--- src/rtl/ram_port_arbiter.sv ---
// Shares one word-wide RAM port between NREQ requesters using two-class round-robin
// arbitration with a starvation bound for the low class and optional grant locking.
module ram_port_arbiter #(
  parameter int              NREQ       = 4,
  parameter logic [NREQ-1:0] HIPRI_MASK = 4'b1100,
  parameter int              HI_STREAK  = 4,
  parameter int              MAX_LOCK   = 8
) (
  input  logic               CLK,
  input  logic               RST,
  input  logic [NREQ-1:0]    req_ren,
  input  logic [NREQ-1:0]    req_wen,
  input  logic [NREQ-1:0]    req_lock,
  input  logic [NREQ*32-1:0] req_addr,
  input  logic [NREQ*32-1:0] req_store,
  output logic [NREQ-1:0]    req_wait,
  output logic [31:0]        req_load,
  output logic [NREQ-1:0]    req_err,
  output logic [NREQ-1:0]    gnt,
  output logic               ramREN,
  output logic               ramWEN,
  output logic [31:0]        ramaddr,
  output logic [31:0]        ramstore,
  input  logic [31:0]        ramload,
  input  logic [1:0]         ramstate
);

  localparam int IW = (NREQ > 1) ? $clog2(NREQ) : 1;
  localparam int SW = $clog2(HI_STREAK + 1);
  localparam int LW = $clog2(MAX_LOCK) + 1;

  typedef enum logic [1:0] {FREE, BUSY, ACCESS, ERROR} ramstate_t;
  typedef enum logic {IDLE, ACTIVE} state_t;

  state_t          state;
  logic [IW-1:0]   owner;
  logic [IW-1:0]   rr_hi;
  logic [IW-1:0]   rr_lo;
  logic [SW-1:0]   streak;
  logic [LW-1:0]   lock_cnt;

  ramstate_t       rs;
  logic [NREQ-1:0] pending;
  logic [NREQ-1:0] hi_pend;
  logic [NREQ-1:0] lo_pend;
  logic            use_lo;
  logic [IW-1:0]   winner;
  logic            owner_pend;
  logic            owner_hi;

  // First candidate at or after ptr, wrapping modulo NREQ.
  function automatic logic [IW-1:0] rr_pick(input logic [NREQ-1:0] cand, input logic [IW-1:0] ptr);
    logic [IW-1:0] sel;
    int            idx;
    sel = ptr;
    for (int k = NREQ - 1; k >= 0; k--) begin
      idx = (int'(ptr) + k) % NREQ;
      if (cand[IW'(idx)]) sel = IW'(idx);
    end
    return sel;
  endfunction

  function automatic logic [SW-1:0] sat_inc(input logic [SW-1:0] v);
    return (v >= SW'(HI_STREAK)) ? v : v + SW'(1);
  endfunction

  function automatic logic [IW-1:0] next_ptr(input logic [IW-1:0] g);
    return (int'(g) == NREQ - 1) ? '0 : g + IW'(1);
  endfunction

  assign rs         = ramstate_t'(ramstate);
  assign pending    = req_ren | req_wen;
  assign hi_pend    = pending & HIPRI_MASK;
  assign lo_pend    = pending & ~HIPRI_MASK;
  assign use_lo     = (|lo_pend) && (!(|hi_pend) || (streak == SW'(HI_STREAK)));
  assign winner     = use_lo ? rr_pick(lo_pend, rr_lo) : rr_pick(hi_pend, rr_hi);
  assign owner_pend = pending[owner];
  assign owner_hi   = HIPRI_MASK[owner];
  assign req_load   = ramload;

  // RAM side is driven straight from the owner's inputs so no cycle is lost per word.
  always_comb begin
    ramREN   = 1'b0;
    ramWEN   = 1'b0;
    ramaddr  = '0;
    ramstore = '0;
    req_wait = '1;
    req_err  = '0;
    if (state == ACTIVE) begin
      ramaddr  = req_addr[int'(owner)*32 +: 32];
      ramstore = req_store[int'(owner)*32 +: 32];
      ramWEN   = req_wen[owner];
      ramREN   = req_ren[owner] & ~req_wen[owner];
      if (owner_pend && rs == ACCESS) req_wait[owner] = 1'b0;
      if (owner_pend && rs == ERROR)  req_err[owner]  = 1'b1;
    end
  end

  always_ff @(posedge CLK or posedge RST) begin
    if (RST) begin
      state    <= IDLE;
      gnt      <= '0;
      owner    <= '0;
      rr_hi    <= '0;
      rr_lo    <= '0;
      streak   <= '0;
      lock_cnt <= '0;
    end else begin
      case (state)
        IDLE: begin
          if (|pending) begin
            gnt   <= NREQ'(1) << winner;
            owner <= winner;
            state <= ACTIVE;
          end
        end
        ACTIVE: begin
          // An owner that withdraws is released without touching fairness state.
          if (!owner_pend) begin
            state    <= IDLE;
            gnt      <= '0;
            lock_cnt <= '0;
          end else if (rs == ACCESS && req_lock[owner] && lock_cnt < LW'(MAX_LOCK - 1)) begin
            lock_cnt <= lock_cnt + LW'(1);
          end else if (rs == ACCESS || rs == ERROR) begin
            state    <= IDLE;
            gnt      <= '0;
            lock_cnt <= '0;
            if (owner_hi) begin
              rr_hi  <= next_ptr(owner);
              streak <= (|lo_pend) ? sat_inc(streak) : '0;
            end else begin
              rr_lo  <= next_ptr(owner);
              streak <= '0;
            end
          end
        end
        default: state <= IDLE;
      endcase
    end
  end

endmodule

--- config.mk ---
export PLATFORM = sky130hd
export DESIGN_NAME = ram_port_arbiter
export DESIGN_NICKNAME = d
export VERILOG_FILES = /design/src/rtl/ram_port_arbiter.sv
export SDC_FILE = /design/constraint.sdc
export NUM_CORES = 1
export LEC_CHECK = 0
export CAP_MARGIN = 20
export CORE_AREA = 2 2 161 163
export DETAILED_ROUTE_END_ITERATION = 12
export DIE_AREA = 0 0 163 165
export PLACE_DENSITY = 0.52
export SLEW_MARGIN = 30
export SYNTH_ARGS = -nofsm -noshare
export SYNTH_HDL_FRONTEND = slang
export SYNTH_SLANG_ARGS = --single-unit
--- constraint.sdc ---
create_clock -name CLK -period 2.07 [get_ports CLK]
set_input_delay 0.3105 -clock CLK [delete_from_list [all_inputs] [get_ports CLK]]
set_output_delay 0.3105 -clock CLK [all_outputs]
set_load 0.02 [all_outputs]
**Word-level counts from Yosys, hierarchy flattened**

Index checks and enable logic that the tools add are counted.
Widths: inputs -> output; s select.

- Flip-flop bits (word level): 18
- Input port bits: 304
- Output and inout bits: 110
- Word-level logic and storage cells: 134

- Add/subtract/negate cells: 9
- Order comparisons: 12
- Equality and inequality tests: 9
- Shifts and indexed selects: 3
- Muxes and demuxes: 69
- Bitwise logic cells: 7
- Reductions and logical operators: 18

Operator list:

| kind | count |
|---|---|
| $shiftx 128x8->32 | 2 |
| $mux 32 | 2 |
| $mux 4 | 10 |
| $lt 2x4->1 const B | 8 |
| $mux 1 | 28 |
| $bmux 1 s2 | 13 |
| $mux 2 | 10 |
| $reduce_and 5->1 | 3 |
| $mux 3 | 3 |
| $add 2x2->2 const B | 4 |
| $pmux 4 s2 | 1 |
| $add 2x1->2 const B | 3 |
| $logic_and 1x1->1 | 6 |
| $ne 3x3->1 const B | 2 |
| $add 4x1->4 const B | 1 |
| $eq 2x2->1 const B | 2 |
| $lt 4x3->1 const B | 1 |
| $not 1->1 | 4 |
| $not 4->4 | 1 |
| $or 4x4->4 | 1 |
| $reduce_and 2->1 | 2 |
| $reduce_or 2->1 | 2 |
| $reduce_or 4->1 | 1 |
| $shl 1x2->4 const A | 1 |
| 15 further kinds | 16 |

**Logic depth before layout (Yosys ltp)**

Gate-level depths: netlist (run 1).

- Depth after elaboration: 12
- Mapped depth: 6
- Mapped depth without buffers: 6

**Worst setup path before layout (run 1)**

No wires, ideal clock.

- Path kind: register to output
- Start point: register owner[0]
- End point: output port ramaddr[13]
- Arrival time: 1.873 ns
- Slack: -0.114 ns
- Cell stages (with the launch flop): 6
- Path buffers: 3
- Cell sequence: dfrtp_1 buf_2 buf_2 buf_2 mux4_2 and2_1

- Longest elaborated chain between the ends: 2

Ends and longest elaborated chain:

| element | line | text |
|---|---|---|
| start: declaration | 36 | `logic [IW-1:0] owner;` |
| start signal: assignment | 113 | `owner <= winner;` |
| $shiftx 128x8->32 | 90 | `ramaddr = req_addr[int'(owner)*32 +: 32];` |
| $mux 32 | 89 | `if (state == ACTIVE) begin` |
| end: declaration | 22 | `output logic [31:0] ramaddr,` |

Every way passes these cells.

**Final worst setup path (run 1)**

- Start point: register owner[0]
- End point: register rr_hi[1]

- Longest elaborated chain between the ends: 6
- Elaborated cells between the ends (all ways): 13
- Classes of those cells: add/sub (1); eq/ne (1); mux (7); bitwise (1); reduce/logical (3)

Ends and longest elaborated chain:

| element | line | text |
|---|---|---|
| $bmux 1 s2 | 123 | `end else if (rs == ACCESS && req_lock[owner] && lock_cnt < LW'(MAX_LOCK - 1)) begin` |
| $mux 1 (not written as such) | 123 |  |
| $logic_and 1x1->1 (2 in a row) | 123 |  |
| $not 1->1 (no line) | n/a |  |
| $reduce_and 5->1 (no line) | n/a |  |
| end signal: assignment | 130 | `rr_hi <= next_ptr(owner);` |
| end: declaration | 37 | `logic [IW-1:0] rr_hi;` |

Several ways; a longest one is shown, not always the timed one. The select of a mux whose other input is x is not followed.
A chain may end at the register's enable or synchronous reset.

==> results of run 1 <==
[power by group through the flow]
stage	sequential [mW]	clock [mW]	combinational, mW
after floorplan	0.578	0	3.92
after global placement	0.646	0	6.94
after detailed placement	0.643	0	6.91
after CTS	0.600	0.439	8.46
after global routing	0.620	0.453	9.21
final	0.602	0.432	8.66
[cells by family (layout without fill, tap and decap cells)]
logic type	Yosys count	in the layout	synth area share (%)
AO/OA/AOI/OAI	32	32	6.73
adder cells (fa/ha/maj)	7	7	2.55
buffers and inverters	69	432	11.5
flip-flops	18	18	13.1
multiplexers	75	75	46.7
other	0	4	0
AND/OR/NAND/NOR	118	118	19.5
[per-stage QoR]
stage          worst slack [ns]  hold WS (ns)
2_1_floorplan            0.0404         0.249
3_3_place_gp             -0.675         0.470
3_5_place_dp             -0.699         0.482
4_1_cts                  -0.270         0.416
5_1_grt                  -0.277         0.454
6_report                 -0.219         0.398
[cell usage after synthesis]
cell        n  area (sq um)
or2_1       1          6.26
mux2i_1     3          30.0
or4_1       2          15.0
nand2_1    11          41.3
a311oi_1    1          8.76
a211oi_1    3          22.5
nor3b_1     1          7.51
o2111ai_1   1          8.76
nand2b_1    1          6.26
inv_1      11          41.3
o31ai_1     1          7.51
buf_1       1          3.75
ha_1        7          87.6
clkbuf_1   14          52.6
o21ai_0     6          30.0
nor4_2      1          12.5
buf_4      33           248
buf_2       9          45.0
a21oi_1     4          20.0
o21ai_1     1          5.00
a41oi_1     1          8.76
a31oi_1     1          6.26
nor2_1     14          52.6
and2_1     66           413
nor4_1      2          12.5
a2111oi_2   1          15.0
or2_2       3          18.8
o21bai_1    1          7.51
mux4_2     68          1530
nor3_1      4          20.0
and3_1      1          6.26
nand4_1     1          6.26
mux2_1      4          45.0
dfrtp_1    18           450
a2111o_1    1          11.3
nor2b_1     1          6.26
a2bb2oi_1   2          17.5
o22ai_1     3          18.8
inv_2       1          3.75
o2bb2ai_1   5          43.8
nand3_1     9          45.0
[worst max-delay path, stage by stage (launching register included)]
cell       delay (ns)
dfrtp_4          0.49
buf_12           0.15
buf_12           0.13
buf_12           0.12
buf_6            0.11
mux2i_2          0.17
buf_4            0.15
a2bb2oi_4        0.05
a2111o_1         0.47
mux2_4           0.32
[layout make-up]
class	count	area share (%)
tap	330	4.99
sequential	18	5.55
antenna	4	0.121
inverter	12	0.575
timing repair buffer	416	52.6
clock buffer	4	1.07
multi-input combinational	232	35.0
[flip-flops by register name, summed over array words and instances (netlist names)]
name,cells
gnt,4
lock_cnt,4
streak,3
owner,2
rr_hi,2
rr_lo,2
state,1
[timing repair]
action | 4_1_cts | 5_1_grt
cloned | 6 | 2
hold buffers | 0 | 0
endpoints found under the setup margin | 83 | 85
resized for setup | 462 | 50
pin swaps | 20 | 4
setup buffers | 21 | 5
[routing by layer]
layer	up-vias	GRT usage, %
li1	1932	-
met1	2097	17.7
met2	201	26.7
met3	18	4.17
met4	0	2.65
met5	-	0
[final timing paths]
path | startpoint | to | slack [ns] | depth (start not counted)
max in group asynchronous | RST | owner[1]$_DFFE_PP0P_ | 1.44 | 3
worst max register to register | owner[0]$_DFFE_PP0P_ | rr_hi[1]$_DFFE_PP0P_ | -0.22 | 9
worst min-delay path | RST | lock_cnt[3]$_DFFE_PP0P_ | 0.40 | 3
worst max-delay path | owner[0]$_DFFE_PP0P_ | rr_hi[1]$_DFFE_PP0P_ | -0.22 | 9
worst min register to register | rr_lo[1]$_DFFE_PP0P_ | rr_lo[1]$_DFFE_PP0P_ | 0.49 | 1
min in group CLK | rr_lo[1]$_DFFE_PP0P_ | rr_lo[1]$_DFFE_PP0P_ | 0.49 | 1
==> flow_summary_export.csv, run 1 <==
group,metric,value,unit
outcome,status,"finished, violations left",
outcome,violations,"negative setup slack",
detailed_routing,ant_nets,0,
layout,layout.nets,994,
worst_setup_path,path_max_fanout,6,
layout,design_area,8270,sq um
floorplanning,die_x,163,um
synthesis,synthCells,319,
clocking,clockBufferDepth,2,
power_and_ir_drop,p_total,9.70,mW
detailed_routing,drc,0,
worst_setup_path,worstPathRequired,2.20,ns
placement,placed_cells,979,
synthesis,yosysUniqueCellTypes,41,
placement,gp_congestion,0.811,
grt,grt_pass1_wl,29400,um
timing,max_freq,0.437,GHz
layout,syn_to_final_growth,140,%
clocking,clock_sinks,18,
placement,place_area,7380,sq um
power_and_ir_drop,vdd_drop_max,0.000578,V
layout,seqCellArea,459,sq um
worst_setup_path,arrival,2.42,ns
grt,overflow,0,
clocking,cts-root-buf,"clkbuf_16",
power_and_ir_drop,clkPwrFrac,4.5,%
floorplanning,rows,58,
layout,instances_no_fill,1016,
timing,layout_worst_path_cycle_share,111,%
layout,fillers,2572,
worst_setup_path,timing_worst_setup_path_type,"reg2reg",
synthesis,syn_avg_cell_area,10.8,sq um
power_and_ir_drop,swShare,41.2,%
job,drv_cap,0,
detailed_routing,drt-pass1-iter-count,7,
clocking,clock_latency,0.25,ns
synthesis,syn_area,3440,sq um
layout,multi_input_area,2900,sq um
synthesis,yosys_warnings,0,
timing,period_minus_slack,2.29,ns
grt,grt_usage,14.8,%
detailed_routing,vias,4248,
timing,final.setup.tns,-8.86,ns
timing,setup_violations,80,
grt,antenna_found_initial,4,
timing,worst_pin_slew,0.494,ns
floorplanning,die-area,26900,sq um
power_and_ir_drop,powerDensity,1170,nW/um^2
layout,layout_common_cells,"clkdlybuf4s50_1, buf_6, mux4_2",
power_and_ir_drop,p_leak,3.20,nW
floorplanning,core-area,25000,sq um
power_and_ir_drop,sequentialPowerShare,6.2,%
floorplanning,die_height,165,um
timing,grt_setup_unrepaired,"true",
timing,setup_slack,-0.219,ns
clocking,htreeDepth,1,
worst_hold_path,min_path_type,"in2async",
timing,slew_violations,0,
clocking,cts_tree,"built",
floorplanning,num_io_pins,414,
detailed_routing,detail_route.wirelength,21600,um
timing,finalClockSkew,0.00292,ns
detailed_routing,wl_met1,8370,um
worst_setup_path,crit_path_end_kind,"register",
detailed_routing,wl_per_cell,21.3,um
placement,io_buffers,349,
power_and_ir_drop,intPower,5.70,mW
detailed_routing,wl_met2,11100,um
floorplanning,start_util,13.7,%
power_and_ir_drop,p_sw,3.99,mW
placement,dpl.hpwl,17200,um
layout,drive_gt1_share,43.3,%
synthesis,ys_seq_area_share,13.1,%
power_and_ir_drop,p_comb_share,89.3,%
detailed_routing,drt_iter0_drc,108,
clocking,clk_pin_slew,0.06,ns
layout,finalCoreUtilization,33.0,%
grt,grt_max_degree,58,
worst_setup_path,startpoint_type,"register",
synthesis,syn_nets,630,
detailed_routing,top_layer_used,"met4",
detailed_routing,dr_wl_met3,1820,um
timing,slew_headroom,66.9,%
grt,grt_pass1_vias,4430,
timing,hold_viol_final,0,
detailed_routing,drt-vias-per-instance,4.18,
synthesis,synth_seq_cells,18,
clocking,cts_made_buffers,3,
layout,layout_commonest_cell,"clkdlybuf4s50_1",
Power figures use the tool's default switching activity.
==> inputs of run 2 (changes only) <==
- SLEW_MARGIN: 30 -> 20
==> results of run 2 <==
No change in the layout: final DEF, timing and power equal those of run 1.
==> RTL edit 1, RTL diff (settings of run 2) <==
`HI_STREAK`: 4 -> 8.
--- a/src/rtl/ram_port_arbiter.sv
+++ b/src/rtl/ram_port_arbiter.sv
@@ -5,3 +5,3 @@
   parameter logic [NREQ-1:0] HIPRI_MASK = 4'b1100,
-  parameter int              HI_STREAK  = 4,
+  parameter int              HI_STREAK  = 8,
   parameter int              MAX_LOCK   = 8
Check against the original RTL: no difference found for any inputs over 4 cycles, from zero or initial values and one cycle with RST high; that may be too few to reach the edited logic, so the function may still have changed.
==> RTL edit 1 against run 2 <==
The run still ends with negative setup slack left. Sequential cell count rose by 1. Hold slack got worse by 17 ps. Routed wire length fell by 8.1%. Cell area fell by 0.71%. Sequential power rose by 11%. Power fell by 4.1%. Maximum frequency rose by 1.4%. Synthesized area rose by 0.11%. Setup slack improved by 32 ps. Synthesized cell count fell by 1.9%. Highest routed layer unchanged.
==> RTL edit 1: results (changes against run 2) <==
[status]
run_status = finished, violations left
violations = negative setup slack

[pwr]
p_sw_mw = 3.746  ; -6.2%
p_comb_share_pct = 88.3  ; -1.0 points
power.density_nw_per_um2 = 1133  ; -3.4%
vdd_drop_max_v = 0.0005754  ; -0.37%

[sta]
fin_ws_ps = -187.1  ; +32.27 ps
setup_viol = 62  ; -23%
holdWs_ps = 381.0  ; -16.55 ps
relSlewSlack_pct = 73.85  ; +7.0 points
finClkSkew_ps = 2.332  ; -0.5859 ps

[grt]
first_global_vias = 4528  ; +2.2%
grt_pass1_wl_mm = 28.23  ; -3.9%
grt_usage_pct = 14.01  ; -0.82 points
grt_use_met1_pct = 16.33  ; -1.4 points
grt_use_met3_pct = 4.018  ; -0.15 points
met2_usage_pct = 25.37  ; -1.4 points

[cts]
postCtsSetupRepairBufs = 16  ; -24%

[drt]
drt-met1-wl_mm = 7.425  ; -11%

[placement]
pre_cts_slack_ps = -780.7  ; -82.18 ps
dp.cells = 985  ; +0.61%
dpl.hpwl_mm = 16.50  ; -4.3%

[critical_path]
r2r_cells = 8  ; -1
rrSetupSlack_ps = -80  ; +140 ps

[cells_and_area]
drive_above_1_share_pct = 44.61  ; +1.4 points

[synthesis]
synth_common_cells = 68 x mux4_2, 66 x and2_1, 32 x buf_4, 19 x dfrtp_1
synth_cell_types = 43  ; +4.9%
synth_nets = 624  ; -0.95%

## RTL edit 1: cell types whose count changed in the layout (fill, tap and decap cells not counted), moves of 4 or more
cell and change:
inv_1 -5, and2_1 -10, buf_4 +10, and3_4 +5, clkdlybuf4s15_2 -8, and2_4 +10
a22o_1 +6, buf_2 -4
## RTL edit 1: cell type report
| cell class | count | area [µm²] | share of cell area [%] |
|---|---|---|---|
| inverter | 8 | 32.53 | 0.3962 |
| antenna | 3 | 7.507 | 0.09142 |
| sequential | 19 | 484.2 | 5.897 |
| tap | 330 | 412.9 | 5.028 |
| timing repair buffer | 417 | 4349 | 52.96 |
| multi-input combinational | 229 | 2846 | 34.66 |
| clock buffer | 4 | 78.83 | 0.9599 |
## RTL edit 1: logic make-up after synthesis
group	synth area share (%)
AO/OA/AOI/OAI	7.231
AND/OR/NAND/NOR	19.77
multiplexers	45.78
flip-flops	13.81
buffers and inverters	10.86
adder cells (fa/ha/maj)	2.543
==> RTL edit 2, RTL diff (flow settings as in run 2) <==
Without the edit above. Make the reset (`RST`) synchronous in one clocked block.
--- a/src/rtl/ram_port_arbiter.sv
+++ b/src/rtl/ram_port_arbiter.sv
@@ -98,3 +98,3 @@
 
-  always_ff @(posedge CLK or posedge RST) begin
+  always_ff @(posedge CLK) begin
     if (RST) begin
Behaviour: differs if RST is asserted again (counterexample within 4 cycles, from zero or initial values and one cycle with RST high); with RST held inactive, the same outputs for 4 cycles.
==> RTL edit 2 against run 2 <==
The flow still finishes with violations (negative setup slack). Cell area decreased by 1.7%. Setup slack improved by 140 ps. Sequential cell count did not move. Synthesized area is 0.65% lower. Routed wire length shrank 6.0%. Maximum frequency rose by 6.5%.
Power is left out: it rests on default switching activity, and per cell area and clock period it moved more than threefold.
==> RTL edit 2: results (changes against run 2) <==
[grt]
grt_pass1_wl_mm = 28.35  ; -3.5%
grt_max_degree = 45  ; -22%
grt_usage_pct = 14.14  ; -0.69 points
first_global_vias = 4318  ; -2.5%
antenna_found_initial = 2  ; -2
gr-total-overflow = 0  ; unchanged

[synthesis]
synth_common_cells = 69 x mux4_2, 66 x and2_1, 34 x buf_4, 25 x nor2_1, 18 x dfxtp_1
async_reset_ff_share_pct = 0  ; -100 points
ys_seq_area_share_pct = 10.55  ; -2.6 points
synth_compound_area_share_pct = 5.712  ; -1.0 points
synth_area_leaders = mux4_2 45%, and2_1 12%, dfxtp_1 11%, buf_4 7.5%, nor2_1 2.7%
synth_ff_type = dfxtp_1
ys_warn_count = 0  ; unchanged
synth_xor_area_share_pct = 0  ; unchanged
synth_cell_types = 44  ; +7.3%
synth_mux_area_share_pct = 47.82  ; +1.1 points
synth_nets = 639  ; +1.4%
synthAdderAreaFrac_pct = 2.563  ; +0.017 points

[critical_path]
crit_path_max_incr_delay_ps = 540  ; +50 ps
r2r_cells = 8  ; -1
cp_max_fo = 5  ; -1
critPathSlowestCell = mux4_2
cp_top_family = multiplexers
r2r_start = owner[0]
rr_endpoint = streak[2]
worstPathArrival_ps = 1840  ; -580 ps
rrSetupSlack_ps = 70  ; +290 ps

[cts]
root_buffer = clkbuf_16
clk_latency_ps = 250  ; about the same
htreeDepth = 1  ; unchanged
cts_buffer_depth = 2  ; unchanged
numCtsBuffers = 3  ; unchanged
clkSlewWorstSetupHoldPaths_ps = 50

[min_path]
hp-class = flip-flop to flip-flop
hp-start = gnt[2]
holdPathEnd = gnt[2]
min_path_cells = 2

[sta]
worst_slew_pin_slew_ps = 319.2  ; -174.5 ps
finClkSkew_ps = 1.084  ; -1.834 ps
period_minus_slack_ps = 2150  ; -139.7 ps
holdWs_ps = 452.6  ; +55.07 ps
setup_viol = 37  ; -54%
fin_ws_ps = -79.58  ; +139.7 ps

[drt]
drt-pass1-iter-count = 4  ; -3
wirelength_mm = 20.34  ; -6.0%
vias = 4158  ; -2.1%
dr.first_iter.drc_count = 143  ; +32%

[status]
run_status = finished, violations left
violations = negative setup slack

[cells_and_area]
fillers = 2557  ; -0.58%
fin_nets = 1008  ; +1.4%
top_regs = gnt x4, lock_cnt x4, streak x3
drive_above_1_share_pct = 41.67  ; -1.6 points

[placement]
dpl.hpwl_mm = 16.79  ; -2.6%
portBuffers = 349  ; unchanged
globalplace.congestion = 0.7845  ; -3.3%

## RTL edit 2: cell types whose count changed in the layout (fill, tap and decap cells not counted), moves of 4 or more
cell / run 2 / this run
dfrtp_1: 15 / 0
inv_1: 10 / 4
buf_6: 70 / 63
nor2_1: 9 / 23
clkdlybuf4s15_2: 8 / 0
a31oi_1: 1 / 5
o2bb2ai_1: 5 / 0
nand2_1: 10 / 16
buf_12: 11 / 15
dfxtp_1: 0 / 15
mux2i_1: 2 / 8
buf_4: 36 / 50
## RTL edit 2: per-stage QoR
step	std cells	util (%)	instance area (µm²)	setup TNS, ps	setup slack (ps)
after floorplan	328	-	3417	0	35.33
after global routing	1027	32.47	8129	-3884	-127.1
after global placement	992	29.40	7360	-17350	-599.8
after detailed placement	992	29.40	7360	-17450	-644.4
final	1028	32.48	8132	-1340	-79.58
after CTS	1022	31.76	7953	-3107	-128.1
## RTL edit 2: logic make-up after synthesis
logic type                 after synthesis
adders and majority gates                7
DFF                                     18
buffers and inverters                   64
and+or+nand+nor                        135
AOI/OAI and AO/OA                       27
muxes                                   77
## RTL edit 2: worst min-delay path: cells and delay by family (launching register included)
kind | cells | cell delay, ps
simple gates | 1 | 50
flops | 1 | 310
compound gates | 1 | 50
## RTL edit 2: worst max-delay path by stage
stage	from	to
floorplan	owner[0]	ramaddr[10]
global placement	req_ren[3]	req_wait[0]
detailed placement	req_ren[3]	req_wait[0]
CTS	owner[0]	ramaddr[14]
global route	owner[0]	ramstore[0]
finish	owner[0]	ramstore[0]
## RTL edit 2: final cells by class
| type | instances | area (µm²) | area share [%] |
|---|---|---|---|
| multi-input cells | 246 | 2840 | 34.93 |
| flip-flops and latches | 18 | 369.1 | 4.539 |
| diodes | 2 | 5.005 | 0.06155 |
| inverters | 6 | 27.53 | 0.3385 |
| well taps | 330 | 412.9 | 5.078 |
| repair buffers | 422 | 4398 | 54.09 |
| clock inverters | 1 | 3.754 | 0.04616 |
| clock buffers | 3 | 75.07 | 0.9232 |
## RTL edit 2: repair_timing
item / 4_1_cts / 5_1_grt
gates resized for setup: 431 / 62
setup endpoints to repair: 83 / 77
setup buffers: 19 / 7
pin swaps: 13 / 3
gates cloned: 7 / 0
## RTL edit 2: per-layer routing
metal / up-vias / track usage [%] / wire length, µm
met5: - / 0 / 0
met4: 0 / 1.649 / 206
met3: 18 / 2.587 / 1166
met2: 166 / 26.29 / 10790
met1: 2016 / 17.44 / 8178
li1: 1958 / - / -
